<file path="src/rtl/gat_layer_scheduler.sv">
// GAT layer sequencer: streams H-data, node-info and weight words into the core BRAMs,
// kicks one layer, waits for completion, then streams the new-feature BRAM out.
module gat_layer_scheduler #(
    parameter int S_WIDTH            = 32,
    parameter int DATA_WIDTH         = 8,
    parameter int H_DATA_WIDTH       = 19,
    parameter int NODE_INFO_WIDTH    = 20,
    parameter int H_DATA_ADDR_W      = 18,
    parameter int NODE_INFO_ADDR_W   = 14,
    parameter int WEIGHT_ADDR_W      = 15,
    parameter int NEW_FEATURE_ADDR_W = 16
) (
    input  logic                          clk,
    input  logic                          rst_n,
    input  logic                          start,
    input  logic [H_DATA_ADDR_W:0]        h_data_cnt,
    input  logic [NODE_INFO_ADDR_W:0]     node_info_cnt,
    input  logic [WEIGHT_ADDR_W:0]        wgt_cnt,
    input  logic [NEW_FEATURE_ADDR_W:0]   feat_cnt,
    output logic                          busy,
    output logic                          done,
    input  logic [S_WIDTH-1:0]            s_data,
    input  logic                          s_valid,
    output logic                          s_ready,
    output logic [H_DATA_WIDTH-1:0]       h_data_bram_din,
    output logic                          h_data_bram_ena,
    output logic                          h_data_bram_wea,
    output logic [H_DATA_ADDR_W+1:0]      h_data_bram_addra,
    output logic [NODE_INFO_WIDTH-1:0]    h_node_info_bram_din,
    output logic                          h_node_info_bram_ena,
    output logic                          h_node_info_bram_wea,
    output logic [NODE_INFO_ADDR_W+1:0]   h_node_info_bram_addra,
    output logic [DATA_WIDTH-1:0]         wgt_bram_din,
    output logic                          wgt_bram_ena,
    output logic                          wgt_bram_wea,
    output logic [WEIGHT_ADDR_W+1:0]      wgt_bram_addra,
    output logic                          h_data_bram_load_done,
    output logic                          h_node_info_bram_load_done,
    output logic                          wgt_bram_load_done,
    output logic                          gat_layer,
    input  logic                          gat_ready,
    output logic [NEW_FEATURE_ADDR_W+1:0] feat_bram_addrb,
    input  logic [DATA_WIDTH-1:0]         feat_bram_dout,
    output logic [DATA_WIDTH-1:0]         m_data,
    output logic                          m_valid,
    input  logic                          m_ready
);

    localparam int MAX_HN = (H_DATA_ADDR_W > NODE_INFO_ADDR_W) ? H_DATA_ADDR_W : NODE_INFO_ADDR_W;
    localparam int MAX_WF = (WEIGHT_ADDR_W > NEW_FEATURE_ADDR_W) ? WEIGHT_ADDR_W : NEW_FEATURE_ADDR_W;
    localparam int IDX_W  = ((MAX_HN > MAX_WF) ? MAX_HN : MAX_WF) + 1;

    typedef enum logic [3:0] {
        S_IDLE, S_LD_H, S_LD_NI, S_LD_W, S_KICK, S_RUN,
        S_RD_ADDR, S_RD_WAIT, S_RD_OUT, S_DONE
    } state_t;

    state_t                        state_q, state_d;
    logic [IDX_W-1:0]              idx_q, idx_d;
    logic                          fin_q, fin_d;
    logic [H_DATA_ADDR_W:0]        h_cnt_q, h_cnt_d;
    logic [NODE_INFO_ADDR_W:0]     ni_cnt_q, ni_cnt_d;
    logic [WEIGHT_ADDR_W:0]        w_cnt_q, w_cnt_d;
    logic [NEW_FEATURE_ADDR_W:0]   f_cnt_q, f_cnt_d;
    logic                          h_done_q, h_done_d;
    logic                          ni_done_q, ni_done_d;
    logic                          w_done_q, w_done_d;
    logic                          gr_prev_q, gr_prev_d;
    logic [DATA_WIDTH-1:0]         m_data_q, m_data_d;

    logic [IDX_W-1:0] cur_cnt;
    logic             in_ld, finish, beat, last;

    always_ff @(posedge clk) begin
        if (!rst_n) begin
            state_q   <= S_IDLE;
            idx_q     <= '0;
            fin_q     <= 1'b0;
            h_cnt_q   <= '0;
            ni_cnt_q  <= '0;
            w_cnt_q   <= '0;
            f_cnt_q   <= '0;
            h_done_q  <= 1'b0;
            ni_done_q <= 1'b0;
            w_done_q  <= 1'b0;
            gr_prev_q <= 1'b0;
            m_data_q  <= '0;
        end else begin
            state_q   <= state_d;
            idx_q     <= idx_d;
            fin_q     <= fin_d;
            h_cnt_q   <= h_cnt_d;
            ni_cnt_q  <= ni_cnt_d;
            w_cnt_q   <= w_cnt_d;
            f_cnt_q   <= f_cnt_d;
            h_done_q  <= h_done_d;
            ni_done_q <= ni_done_d;
            w_done_q  <= w_done_d;
            gr_prev_q <= gr_prev_d;
            m_data_q  <= m_data_d;
        end
    end

    // Each load phase is cnt beat cycles plus one closing cycle (s_ready low) that advances.
    always_comb begin
        cur_cnt = '0;
        case (state_q)
            S_LD_H:  cur_cnt = IDX_W'(h_cnt_q);
            S_LD_NI: cur_cnt = IDX_W'(ni_cnt_q);
            S_LD_W:  cur_cnt = IDX_W'(w_cnt_q);
            default: cur_cnt = '0;
        endcase
        in_ld  = (state_q == S_LD_H) || (state_q == S_LD_NI) || (state_q == S_LD_W);
        finish = in_ld && (fin_q || (cur_cnt == '0));
        beat   = in_ld && !finish && s_valid;
        last   = beat && (idx_q == cur_cnt - IDX_W'(1));
    end

    always_comb begin
        state_d   = state_q;
        idx_d     = idx_q;
        fin_d     = fin_q;
        h_cnt_d   = h_cnt_q;
        ni_cnt_d  = ni_cnt_q;
        w_cnt_d   = w_cnt_q;
        f_cnt_d   = f_cnt_q;
        h_done_d  = h_done_q;
        ni_done_d = ni_done_q;
        w_done_d  = w_done_q;
        gr_prev_d = gr_prev_q;
        m_data_d  = m_data_q;

        case (state_q)
            S_IDLE: begin
                if (start) begin
                    h_cnt_d   = h_data_cnt;
                    ni_cnt_d  = node_info_cnt;
                    w_cnt_d   = wgt_cnt;
                    f_cnt_d   = feat_cnt;
                    h_done_d  = 1'b0;
                    ni_done_d = 1'b0;
                    w_done_d  = 1'b0;
                    idx_d     = '0;
                    fin_d     = 1'b0;
                    state_d   = S_LD_H;
                end
            end
            S_LD_H, S_LD_NI, S_LD_W: begin
                if (beat) idx_d = idx_q + IDX_W'(1);
                if (last) fin_d = 1'b1;
                if (last || finish) begin
                    case (state_q)
                        S_LD_H:  h_done_d  = 1'b1;
                        S_LD_NI: ni_done_d = 1'b1;
                        default: w_done_d  = 1'b1;
                    endcase
                end
                if (finish) begin
                    fin_d = 1'b0;
                    idx_d = '0;
                    case (state_q)
                        S_LD_H:  state_d = S_LD_NI;
                        S_LD_NI: state_d = S_LD_W;
                        default: state_d = S_KICK;
                    endcase
                end
            end
            S_KICK: begin
                // Treat gat_ready as already high so a stale level cannot look like a rising edge.
                gr_prev_d = 1'b1;
                state_d   = S_RUN;
            end
            S_RUN: begin
                gr_prev_d = gat_ready;
                if (gat_ready && !gr_prev_q) begin
                    idx_d   = '0;
                    state_d = (f_cnt_q == '0) ? S_DONE : S_RD_ADDR;
                end
            end
            S_RD_ADDR: state_d = S_RD_WAIT;
            S_RD_WAIT: begin
                m_data_d = feat_bram_dout;
                state_d  = S_RD_OUT;
            end
            S_RD_OUT: begin
                if (m_ready) begin
                    if (idx_q == IDX_W'(f_cnt_q) - IDX_W'(1)) begin
                        state_d = S_DONE;
                    end else begin
                        idx_d   = idx_q + IDX_W'(1);
                        state_d = S_RD_ADDR;
                    end
                end
            end
            S_DONE:  state_d = S_IDLE;
            default: state_d = S_IDLE;
        endcase
    end

    always_comb begin
        busy      = (state_q != S_IDLE);
        done      = (state_q == S_DONE);
        s_ready   = in_ld && !finish;
        gat_layer = (state_q == S_KICK);
        m_valid   = (state_q == S_RD_OUT);
        m_data    = m_data_q;

        h_data_bram_ena      = beat && (state_q == S_LD_H);
        h_node_info_bram_ena = beat && (state_q == S_LD_NI);
        wgt_bram_ena         = beat && (state_q == S_LD_W);
        h_data_bram_wea      = h_data_bram_ena;
        h_node_info_bram_wea = h_node_info_bram_ena;
        wgt_bram_wea         = wgt_bram_ena;

        h_data_bram_din        = h_data_bram_ena ? s_data[H_DATA_WIDTH-1:0] : '0;
        h_node_info_bram_din   = h_node_info_bram_ena ? s_data[NODE_INFO_WIDTH-1:0] : '0;
        wgt_bram_din           = wgt_bram_ena ? s_data[DATA_WIDTH-1:0] : '0;
        h_data_bram_addra      = h_data_bram_ena ? {idx_q[H_DATA_ADDR_W-1:0], 2'b00} : '0;
        h_node_info_bram_addra = h_node_info_bram_ena ? {idx_q[NODE_INFO_ADDR_W-1:0], 2'b00} : '0;
        wgt_bram_addra         = wgt_bram_ena ? {idx_q[WEIGHT_ADDR_W-1:0], 2'b00} : '0;

        // Address held through the wait cycle so a registered-output BRAM sees it stable.
        feat_bram_addrb = ((state_q == S_RD_ADDR) || (state_q == S_RD_WAIT))
                        ? {idx_q[NEW_FEATURE_ADDR_W-1:0], 2'b00} : '0;

        h_data_bram_load_done      = h_done_q;
        h_node_info_bram_load_done = ni_done_q;
        wgt_bram_load_done         = w_done_q;
    end

endmodule

</file>
<file path="config.mk">
export PLATFORM = sky130hd
export DESIGN_NAME = gat_layer_scheduler
export DESIGN_NICKNAME = d
export VERILOG_FILES = /design/src/rtl/gat_layer_scheduler.sv
export SDC_FILE = /design/constraint.sdc
export NUM_CORES = 1
export LEC_CHECK = 0
export ABC_AREA = 1
export BUFFER_PORTS_ARGS = -buffer_cell sky130_fd_sc_hd__buf_4
export CORE_ASPECT_RATIO = 0.75
export CORE_UTILIZATION = 55
export CTS_BUF_LIST = sky130_fd_sc_hd__clkbuf_4
export CTS_CLUSTER_DIAMETER = 40
export CTS_CLUSTER_SIZE = 20
export DETAILED_ROUTE_END_ITERATION = 8
export PLACE_DENSITY = 0.87
export SLEW_MARGIN = 20
export SYNTH_ARGS = -nofsm -noshare
export SYNTH_HDL_FRONTEND = slang
export SYNTH_SLANG_ARGS = --single-unit
</file>
<file path="constraint.sdc">
create_clock -name clk -period 5.3 [get_ports clk]
set_input_delay 0.53 -clock clk [delete_from_list [all_inputs] [get_ports clk]]
set_output_delay 0.53 -clock clk [all_outputs]
set_load 0.1 [all_outputs]
</file>
Word level (Yosys, flattened, before mapping)

Cells that the tools add are included.

Bits in registers: 103
Input bits: 113

$add $sub $neg: 3
Equality and inequality tests: 22
Muxes and demuxes: 37
Reductions and logical operators: 31

Operators by type and width:

| operator                                                              | number |
|---|---|
| 19-bit 2-to-1 mux                                                     | 7 |
| 19-bit case mux with 4 select lines                                   | 1 |
| 19-bit case mux with 3 select lines                                   | 1 |
| 20-bit 2-to-1 mux                                                     | 2 |
| 19-bit equality test                                                  | 2 |
| 4-bit case mux with 7 select lines                                    | 1 |
| 4-bit 2-to-1 mux                                                      | 6 |
| 19-bit by 1-bit adder with 19-bit output, second input constant       | 1 |
| 19-bit zero test                                                      | 1 |
| 19-bit by 1-bit subtractor with 19-bit output, second input constant  | 1 |
| 18-bit 2-to-1 mux                                                     | 1 |
| 17-bit by 1-bit subtractor with 18-bit output, second input constant  | 1 |
| 17-bit zero test                                                      | 1 |
| 17-bit 2-to-1 mux                                                     | 1 |
| 4-bit by 3-bit equality test with 1-bit output, second input constant | 4 |
| 16-bit 2-to-1 mux                                                     | 1 |
| 2-bit inequality test, second input constant                          | 8 |
| 4-bit AND reduction                                                   | 4 |
| 1-bit case mux with 2 select lines                                    | 5 |
| 1-bit 2-to-1 mux                                                      | 9 |
| 4-bit by 2-bit equality test with 1-bit output, second input constant | 2 |
| 4-bit equality test, second input constant                            | 2 |
| 1-bit logical AND                                                     | 8 |
| 8-bit 2-to-1 mux                                                      | 1 |
| 14 further kinds                                                      | 22 |

Logic depth before layout (Yosys ltp)

Gate-level depths: netlist of run 1.

Depth in word-level cells: 12
Depth in mapped cells: 22
Depth with buffers taken out: 20

Worst setup path before layout of run 1

OpenSTA, ideal clock, no wires.

Path type: register to output
Start: register state_q[0]
End: output port h_data_bram_addra[10]
Arrival time: 4.109 ns
Data required time: 4.770 ns
Slack: 0.661 ns
Stages on the path, launching flop included: 19
Buffers on the path: 3
Cell sequence: dfxtp_1 buf_6 inv_1 nor2_1 buf_4 nand3_1 nand2_1 nor2_2 ha_1 nand3_1 nor2_1 nand2_2 nand3_4 nor2_2 inv_2 nor2_2 inv_2 buf_2 nor2_1

Cells in the longest elaborated chain, start to end: 10

Ends and longest elaborated chain:

| element                                                                                                          | line          | RTL |
|---|---|---|
| start, declared                                                                                                  | 58            | `state_t state_q, state_d;` |
| start signal, assigned                                                                                           | 89            | `state_q <= state_d;` |
| 4-bit by 2-bit equality test with 1-bit output or 4-bit by 1-bit equality test with 1-bit output (tied branches) | 107, 113, 208 |  |
| 19-bit case mux with 3 select lines                                                                              | 107           | `case (state_q)` |
| 19-bit zero test                                                                                                 | 114           | `finish = in_ld && (fin_q \|\| (cur_cnt == '0));` |
| 1-bit logical OR                                                                                                 | 114           |  |
| 1-bit logical AND                                                                                                | 114           |  |
| 1-bit zero test                                                                                                  | 115           | `beat = in_ld && !finish && s_valid;` |
| 1-bit logical AND (2 in a row)                                                                                   | 115           |  |
| 1-bit logical AND (*)                                                                                            | 208           | `h_data_bram_ena = beat && (state_q == S_LD_H);` |
| net h_data_bram_ena                                                                                              | 26            | `output logic h_data_bram_ena,` |
| 20-bit 2-to-1 mux (*)                                                                                            | 218           | `h_data_bram_addra = h_data_bram_ena ? {idx_q[H_DATA_ADDR_W-1:0], 2'b00} : '0;` |
| end, declared                                                                                                    | 28            | `output logic [H_DATA_ADDR_W+1:0] h_data_bram_addra,` |

The timed path passes the listed nets; every way through them passes the cells marked *.

Worst setup path in the final report of run 1

Start: register state_q[0]
End: output port h_node_info_bram_addra[6]

Cells in the longest elaborated chain, start to end: 10

Ends and longest elaborated chain:

| element                                                                      | line     | RTL |
|---|---|---|
| 4-bit by 2-bit equality test with 1-bit output, or another cell as far along | 107, 113 |  |
| 19-bit case mux with 3 select lines                                          | 107      |  |
| 19-bit zero test                                                             | 114      |  |
| 1-bit logical OR                                                             | 114      |  |
| 1-bit logical AND                                                            | 114      |  |
| 1-bit zero test                                                              | 115      |  |
| 1-bit logical AND (2 in a row)                                               | 115      |  |
| 1-bit logical AND (*)                                                        | 209      | `h_node_info_bram_ena = beat && (state_q == S_LD_NI);` |
| 16-bit 2-to-1 mux (*)                                                        | 219      | `h_node_info_bram_addra = h_node_info_bram_ena ? {idx_q[NODE_INFO_ADDR_W-1:0], 2'b00} : '0;` |
| end, declared                                                                | 32       | `output logic [NODE_INFO_ADDR_W+1:0] h_node_info_bram_addra,` |

Every way passes the cells marked *; elsewhere a longest branch is shown, timed or not.

==> flow_summary.json, run 1 <==
{
  "regToRegStartpoint": "state_q[0]",
  "core_area_sq_um": 12310,
  "worst_pin_slew_ps": 941.1,
  "clock-root-buffer": "clkbuf_4",
  "grt_pass1_vias": 6992,
  "gp_congestion": 0.9925,
  "ys_warn_count": 0,
  "ys_ff_latch": 103,
  "cpLargestDelayFamily": "simple AND/OR/NAND/NOR gates",
  "clk_latency_ps": 490,
  "fillers": 1088,
  "grt_pass1_wl_um": 35390,
  "portBuffers": 232,
  "antenna_found_initial": 0,
  "netlist_area_sq_um": 6980,
  "seqCellArea_sq_um": 2062,
  "cp-end-kind": "primary output",
  "num_antenna_cells": 0,
  "max_freq_mhz": 214.4,
  "cts_max_level": 3,
  "viasPerCell": 5.310,
  "hold_depth": 3,
  "grt.total_usage_pct": 33.66,
  "final_util_pct": 71.48,
  "cts.sinks": 103,
  "drc_errors": 0,
  "whs_endpoint": "w_cnt_q[0]",
  "wirelength_um": 22410,
  "die_w_um": 132.1,
  "critical_path_class": "reg2out",
  "met3_usage_pct": 7.492,
  "path_cells": "nand2_2 > nor2_1 > nand2_1 > nand3_1 > nor2_1 > nand2_2 > nor2_4 > nand2_2 > nand3_4 > nor2_2 > inv_2 > nor2_2 > inv_2 > nor2_1 > buf_4",
  "io_pins": 253,
  "peakVddDrop_v": 0.0005603,
  "power_density_nw_per_um2": 432.9,
  "layout_min_cycle_time_ps": 4665,
  "cts_tree": "done",
  "synth_cells": 1143,
  "reg2reg_to": "idx_q[2]",
  "hold_viol": 0,
  "hpwl_um": 16980,
  "layout.cells.most_common": "nor2_1",
  "max_stage_delay_ps": 740,
  "synth_edf_count": 0,
  "layout_common_cells": "322 x nor2_1, 235 x buf_4, 187 x nand2_1",
  "max_cap_violations": 0,
  "cellLeakagePower_nw": 4.332,
  "tns_ps": 0,
  "top_usage_layer": "met2",
  "die_h_um": 99.57,
  "finalMaxSlewViolations": 0,
  "grt-ovfl-total": 0,
  "start_kind": "register",
  "async_flop_share_pct": 0,
  "die_area_sq_um": 13150,
  "ctsResizeCount": 0,
  "synth_seq_area_share_pct": 29.54,
  "crit_path_top_delay_cell": "nor2_1",
  "skew_ps": 16.09,
  "ys_types": 38,
  "grt_max_degree": 81,
  "holdBufCountCts": 0,
  "setup_viol": 0,
  "synth_area_per_cell_sq_um": 6.107,
  "slew_headroom_pct": 37.03,
  "path_max_fanout": 34,
  "cts_buffers": 9,
  "drt_iter0_markers": 742,
  "status": "finished, final reports clean",
  "critical_path_arrival_ps": 4140,
  "drive_above_1_share_pct": 23.04,
  "row_count": 35,
  "start_util_pct": 56.73,
  "post_drt_wl_per_cell_um": 14.91,
  "dr.pass1.iters": 5,
  "clockBufferDepth": 2,
  "reg2reg_depth": 17,
  "use_met2_pct": 53.40,
  "crit_buf_inv": 3,
  "post_cts_buffers": 0,
  "fin_crit_sh_pct": 88.02,
  "path_clk_slew_ps": 180,
  "num_vias": 7981,
  "r2r_slack_ps": 1740,
  "syn2layout_area_growth_pct": 26.01,
  "rsz0062_at_grt": "no",
  "startpoint": "state_q[0]",
  "hp-class": "in2reg",
  "synthFlopType": "dfxtp_1",
  "final_nets": 1450,
  "min_from": "wgt_cnt[0]",
  "required_ps": 4770,
  "multi_input_area_sq_um": 4200,
  "ant_nets": 0,
  "use_met1_pct": 46.14
}
## final cells by class
class,count,area share [%]
multi-input combinational,876,47.75
sequential,103,23.44
timing repair buffer,235,20.06
inverter,107,4.595
tap,166,2.361
clock inverter,7,1.024
clock buffer,9,0.7681
## where the power goes
group	switching [mW]	internal, mW
clock network	0.305	0.156
logic	1.63	0.661
registers	0.122	0.936
## sequential cells by signal, summed over array words and instances (netlist names)
name                        cells
h_cnt_q                        19
idx_q                          19
f_cnt_q                        17
w_cnt_q                        16
ni_cnt_q                       15
m_data                          8
state_q                         4
fin_q                           1
gr_prev_q                       1
h_data_bram_load_done           1
h_node_info_bram_load_done      1
wgt_bram_load_done              1
## worst register-to-register path, stage by stage (launching register included)
cell,delay [ps]
dfxtp_1,590
nand2_2,130
nor2_1,740
nand2_1,130
nand3_1,220
nor2_1,100
nand2_2,100
nor2_4,50
nand2_2,90
nand3_4,100
o21ai_2,160
inv_2,40
nand2_2,330
clkinv_2,370
nand2_1,140
nand2_1,60
nand2_1,70
nor2_1,30
## worst max-delay path by stage
stage,to,slack (ps),cells after the start
2_1_floorplan,h_data_bram_addra[10],660,18
3_3_place_gp,h_node_info_bram_addra[6],1360,16
3_5_place_dp,h_node_info_bram_addra[6],1330,16
4_1_cts,h_node_info_bram_addra[6],750,16
5_1_grt,h_node_info_bram_din[5],410,16
6_report,h_node_info_bram_addra[6],630,15
## metal layers
metal / wire length, um / part of all wire, % / up-vias
met1: 9751 / 44 / 3559
met5: 0 / 0 / -
li1: - / - / 3951
met2: 9674 / 43 / 435
met3: 2556 / 11 / 36
met4: 430 / 1.9 / 0
## cells in the mapped netlist (9+ instances only)
cell / count / area [sq um]
a21oi_1: 38 / 190.2
nand2_2: 9 / 56.30
o21ai_0: 96 / 480.5
xor2_1: 47 / 411.6
clkbuf_1: 32 / 120.1
nand3_2: 9 / 90.09
nand4_1: 15 / 93.84
buf_2: 14 / 70.07
nand3_1: 79 / 395.4
inv_2: 11 / 41.29
nor2_1: 323 / 1212
inv_1: 90 / 337.8
nor2_2: 13 / 81.33
buf_4: 13 / 97.59
dfxtp_1: 103 / 2062
nand2_1: 187 / 701.9
## metrics by stage
stage / instance area, sq um / hold slack [ps] / setup WS [ps] / power (mW) / cells
after floorplan: 7007 / 429.7 / 660.6 / 2.873 / 1150
after global placement: 8637 / 444.8 / 1363 / 3.271 / 1487
after detailed placement: 8637 / 452.1 / 1328 / 3.316 / 1487
after CTS: 8795 / 228.9 / 754.7 / 3.769 / 1503
after global routing: 8796 / 230.9 / 409.1 / 4.096 / 1503
final: 8796 / 247.2 / 634.9 / 3.808 / 1503
## logic make-up (layout without fill, tap and decap cells)
logic type	Yosys count	in the layout	synth area share [%]
AO/OA/AOI/OAI	143	143	10.50
other	1	8	0.05372
XOR/XNOR	54	54	6.775
adder cells (fa/ha/maj)	5	5	0.8962
flip-flops	103	103	29.54
AND/OR/NAND/NOR	666	666	41.53
buffers and inverters	171	358	10.70
Note: power is estimated with default switching activity, not from simulation.
==> run 2: changes to the inputs <==
--- a/config.mk
+++ b/config.mk
@@ -8,12 +8,12 @@
 export ABC_AREA = 1
 export BUFFER_PORTS_ARGS = -buffer_cell sky130_fd_sc_hd__buf_4
 export CORE_ASPECT_RATIO = 0.75
-export CORE_UTILIZATION = 55
+export CORE_UTILIZATION = 34
 export CTS_BUF_LIST = sky130_fd_sc_hd__clkbuf_4
 export CTS_CLUSTER_DIAMETER = 40
 export CTS_CLUSTER_SIZE = 20
 export DETAILED_ROUTE_END_ITERATION = 8
-export PLACE_DENSITY = 0.87
+export GPL_TIMING_DRIVEN = 0
 export SLEW_MARGIN = 20
 export SYNTH_ARGS = -nofsm -noshare
 export SYNTH_HDL_FRONTEND = slang
==> run 2 against run 1 <==
  * First-iteration DRC count fell by 10%
  * Highest routed layer unchanged
  * Sequential power barely moved
  * Worst setup slack improved by 520 ps
  * Sequential share of layout area fell by 0.98 points
  * Power rose by 1.8%
  * Design area rose by 4.4%
==> flow_summary.json, run 2 (same netlist as run 1, synthesis figures left out) <==
{
  "ant_nets": 0,
  "critical_path_class": "reg2out",
  "post_drt_wl_per_cell_um": 15.89,
  "final_nets": 1511,
  "reg2reg_to": "h_data_bram_load_done",
  "grt_max_degree": 17,
  "holdBufCountCts": 0,
  "core_area_sq_um": 19710,
  "ctsResizeCount": 0,
  "grt_pass1_wl_um": 40790,
  "path_max_fanout": 10,
  "skew_ps": 16.82,
  "cell_internal_pwr_mw": 1.770,
  "pwr-share-seq_pct": 27.4,
  "cts_max_level": 3,
  "max_freq_mhz": 241.5,
  "cp-end-kind": "primary output",
  "row_count": 44,
  "max_stage_delay_ps": 400,
  "regToRegStartpoint": "state_q[3]",
  "wirelength_um": 26240,
  "viasPerCell": 4.841,
  "r2r_slack_ps": 2330,
  "cts_buffers": 9,
  "antenna_found_initial": 1,
  "dp_cells": 1635,
  "die_h_um": 126.1,
  "p_switching_mw": 2.106,
  "cellLeakagePower_nw": 4.468,
  "start_util_pct": 35.42,
  "fillers": 2132,
  "multi_input_area_sq_um": 4198,
  "hp-class": "in2reg",
  "die_w_um": 167.5,
  "grt_pass1_vias": 7238,
  "grt.total_usage_pct": 24.79,
  "path_clk_slew_ps": 170,
  "gp_congestion": 0.9704,
  "drt_iter0_markers": 668,
  "seqCellArea_sq_um": 2062,
  "hold_viol": 0,
  "critical_path_arrival_ps": 3610,
  "num_vias": 7992,
  "rsz0062_at_grt": "no",
  "comb_power_share_pct": 62.5,
  "hold_depth": 3,
  "layout_common_cells": "323 x nor2_1, 245 x buf_4, 187 x nand2_1",
  "slew_headroom_pct": 52.49,
  "max_cap_violations": 0,
  "dr.pass1.iters": 6,
  "layout.cells.most_common": "nor2_1",
  "start_kind": "register",
  "die_area_sq_um": 21110,
  "clockBufferDepth": 2,
  "startpoint": "state_q[1]",
  "power_density_nw_per_um2": 422.1,
  "fin_crit_sh_pct": 78.12,
  "clk_latency_ps": 480,
  "worst_pin_slew_ps": 712.6,
  "finalMaxSlewViolations": 0,
  "layout_min_cycle_time_ps": 4141,
  "fin_cells": 1651,
  "tns_ps": 0,
  "drc_errors": 0,
  "power_frac_clock_pct": 10.1,
  "cts_tree": "done",
  "whs_endpoint": "f_cnt_q[10]",
  "reg2reg_depth": 19,
  "path_cells": "inv_2 > nand2_2 > nor2_1 > buf_2 > nand2_1 > nand3_1 > nor2_2 > nand2_2 > nor2_4 > nand2_2 > nand3_4 > nor2_2 > inv_2 > nor2_2 > inv_2 > buf_2 > nor2_1 > buf_4",
  "required_ps": 4770,
  "crit_path_top_delay_cell": "dfxtp_1",
  "io_pins": 253,
  "syn2layout_area_growth_pct": 31.53,
  "cts.sinks": 103,
  "min_from": "feat_cnt[10]",
  "swShare_pct": 54.34,
  "post_cts_buffers": 0,
  "grt-ovfl-total": 0,
  "portBuffers": 232,
  "status": "finished, final reports clean",
  "hpwl_um": 21180,
  "setup_viol": 0,
  "clock-root-buffer": "clkbuf_4",
  "reg_top3": "h_cnt_q: 19 flops, idx_q: 19 flops, f_cnt_q: 17 flops",
  "peakVddDrop_v": 0.0004238,
  "drive_above_1_share_pct": 24.05
}
run 2: cell count changes in the layout (fill, tap and decap cells not counted), sizes merged:
cell / before / now
bufinv: 1 / 0
inv: 103 / 102
clkinvlp: 0 / 3
clkinv: 10 / 6
clkbuf: 9 / 43
diode: 0 / 1
buf: 235 / 264
run 2: routing by layer:
metal  vias to the layer above  wire, um  global-route usage (%)
met2                       299     10900                   36.64
met5                         -         0                       0
met3                        24      2010                   4.525
met4                         0       285                   5.019
met1                      3581     13040                   37.04
li1                       4088         -                       -
run 2: how the worst max path moves through the flow:
stage / end / cells past startpoint
floorplan: h_data_bram_addra[10] / 18
global route: h_node_info_bram_addra[12] / 18
global placement: wgt_bram_din[6] / 18
CTS: h_data_bram_din[12] / 18
finish: wgt_bram_din[6] / 18
detailed placement: h_data_bram_din[12] / 18
run 2: per-stage QoR:
step                      total power [mW]  area [sq um]  hold slack [ps]  setup WS (ps)  util (%)
final                                3.876          9181            255.6           1159     46.58
after CTS                            3.867          9179            234.2           1226     46.57
after global routing                 4.213          9181            234.6          908.0     46.58
after floorplan                      2.873          7007            429.7          660.6         -
after detailed placement             3.471          9065            445.5           1785     45.99
after global placement               3.456          9065            443.1           1756     45.99
run 2: cell type report:
| type | instances | area share [%] |
|---|---|---|
| Timing Repair Buffer | 232 | 18.97 |
| Clock inverter | 4 | 0.3407 |
| Antenna cell | 1 | 0.02726 |
| Inverter | 107 | 4.388 |
| Clock buffer | 11 | 0.8994 |
| Multi-Input combinational cell | 876 | 45.72 |
| Tap cell | 253 | 3.448 |
| Buffer | 64 | 3.748 |
| Sequential cell | 103 | 22.46 |
run 2: power groups by stage:
stage	Combinational (mW)	Sequential (mW)	Clock [mW]
floorplan	1.80	1.08	0
CTS	2.41	1.06	0.400
detailed placement	2.40	1.07	0
finish	2.42	1.06	0.392
global placement	2.38	1.08	0
global route	2.70	1.08	0.432
run 2: critical path: cells and delay by family (launching register included):
kind	cells	cell delay (ps)
buf+inv	6	1130
flops	1	400
simple gates	12	1590
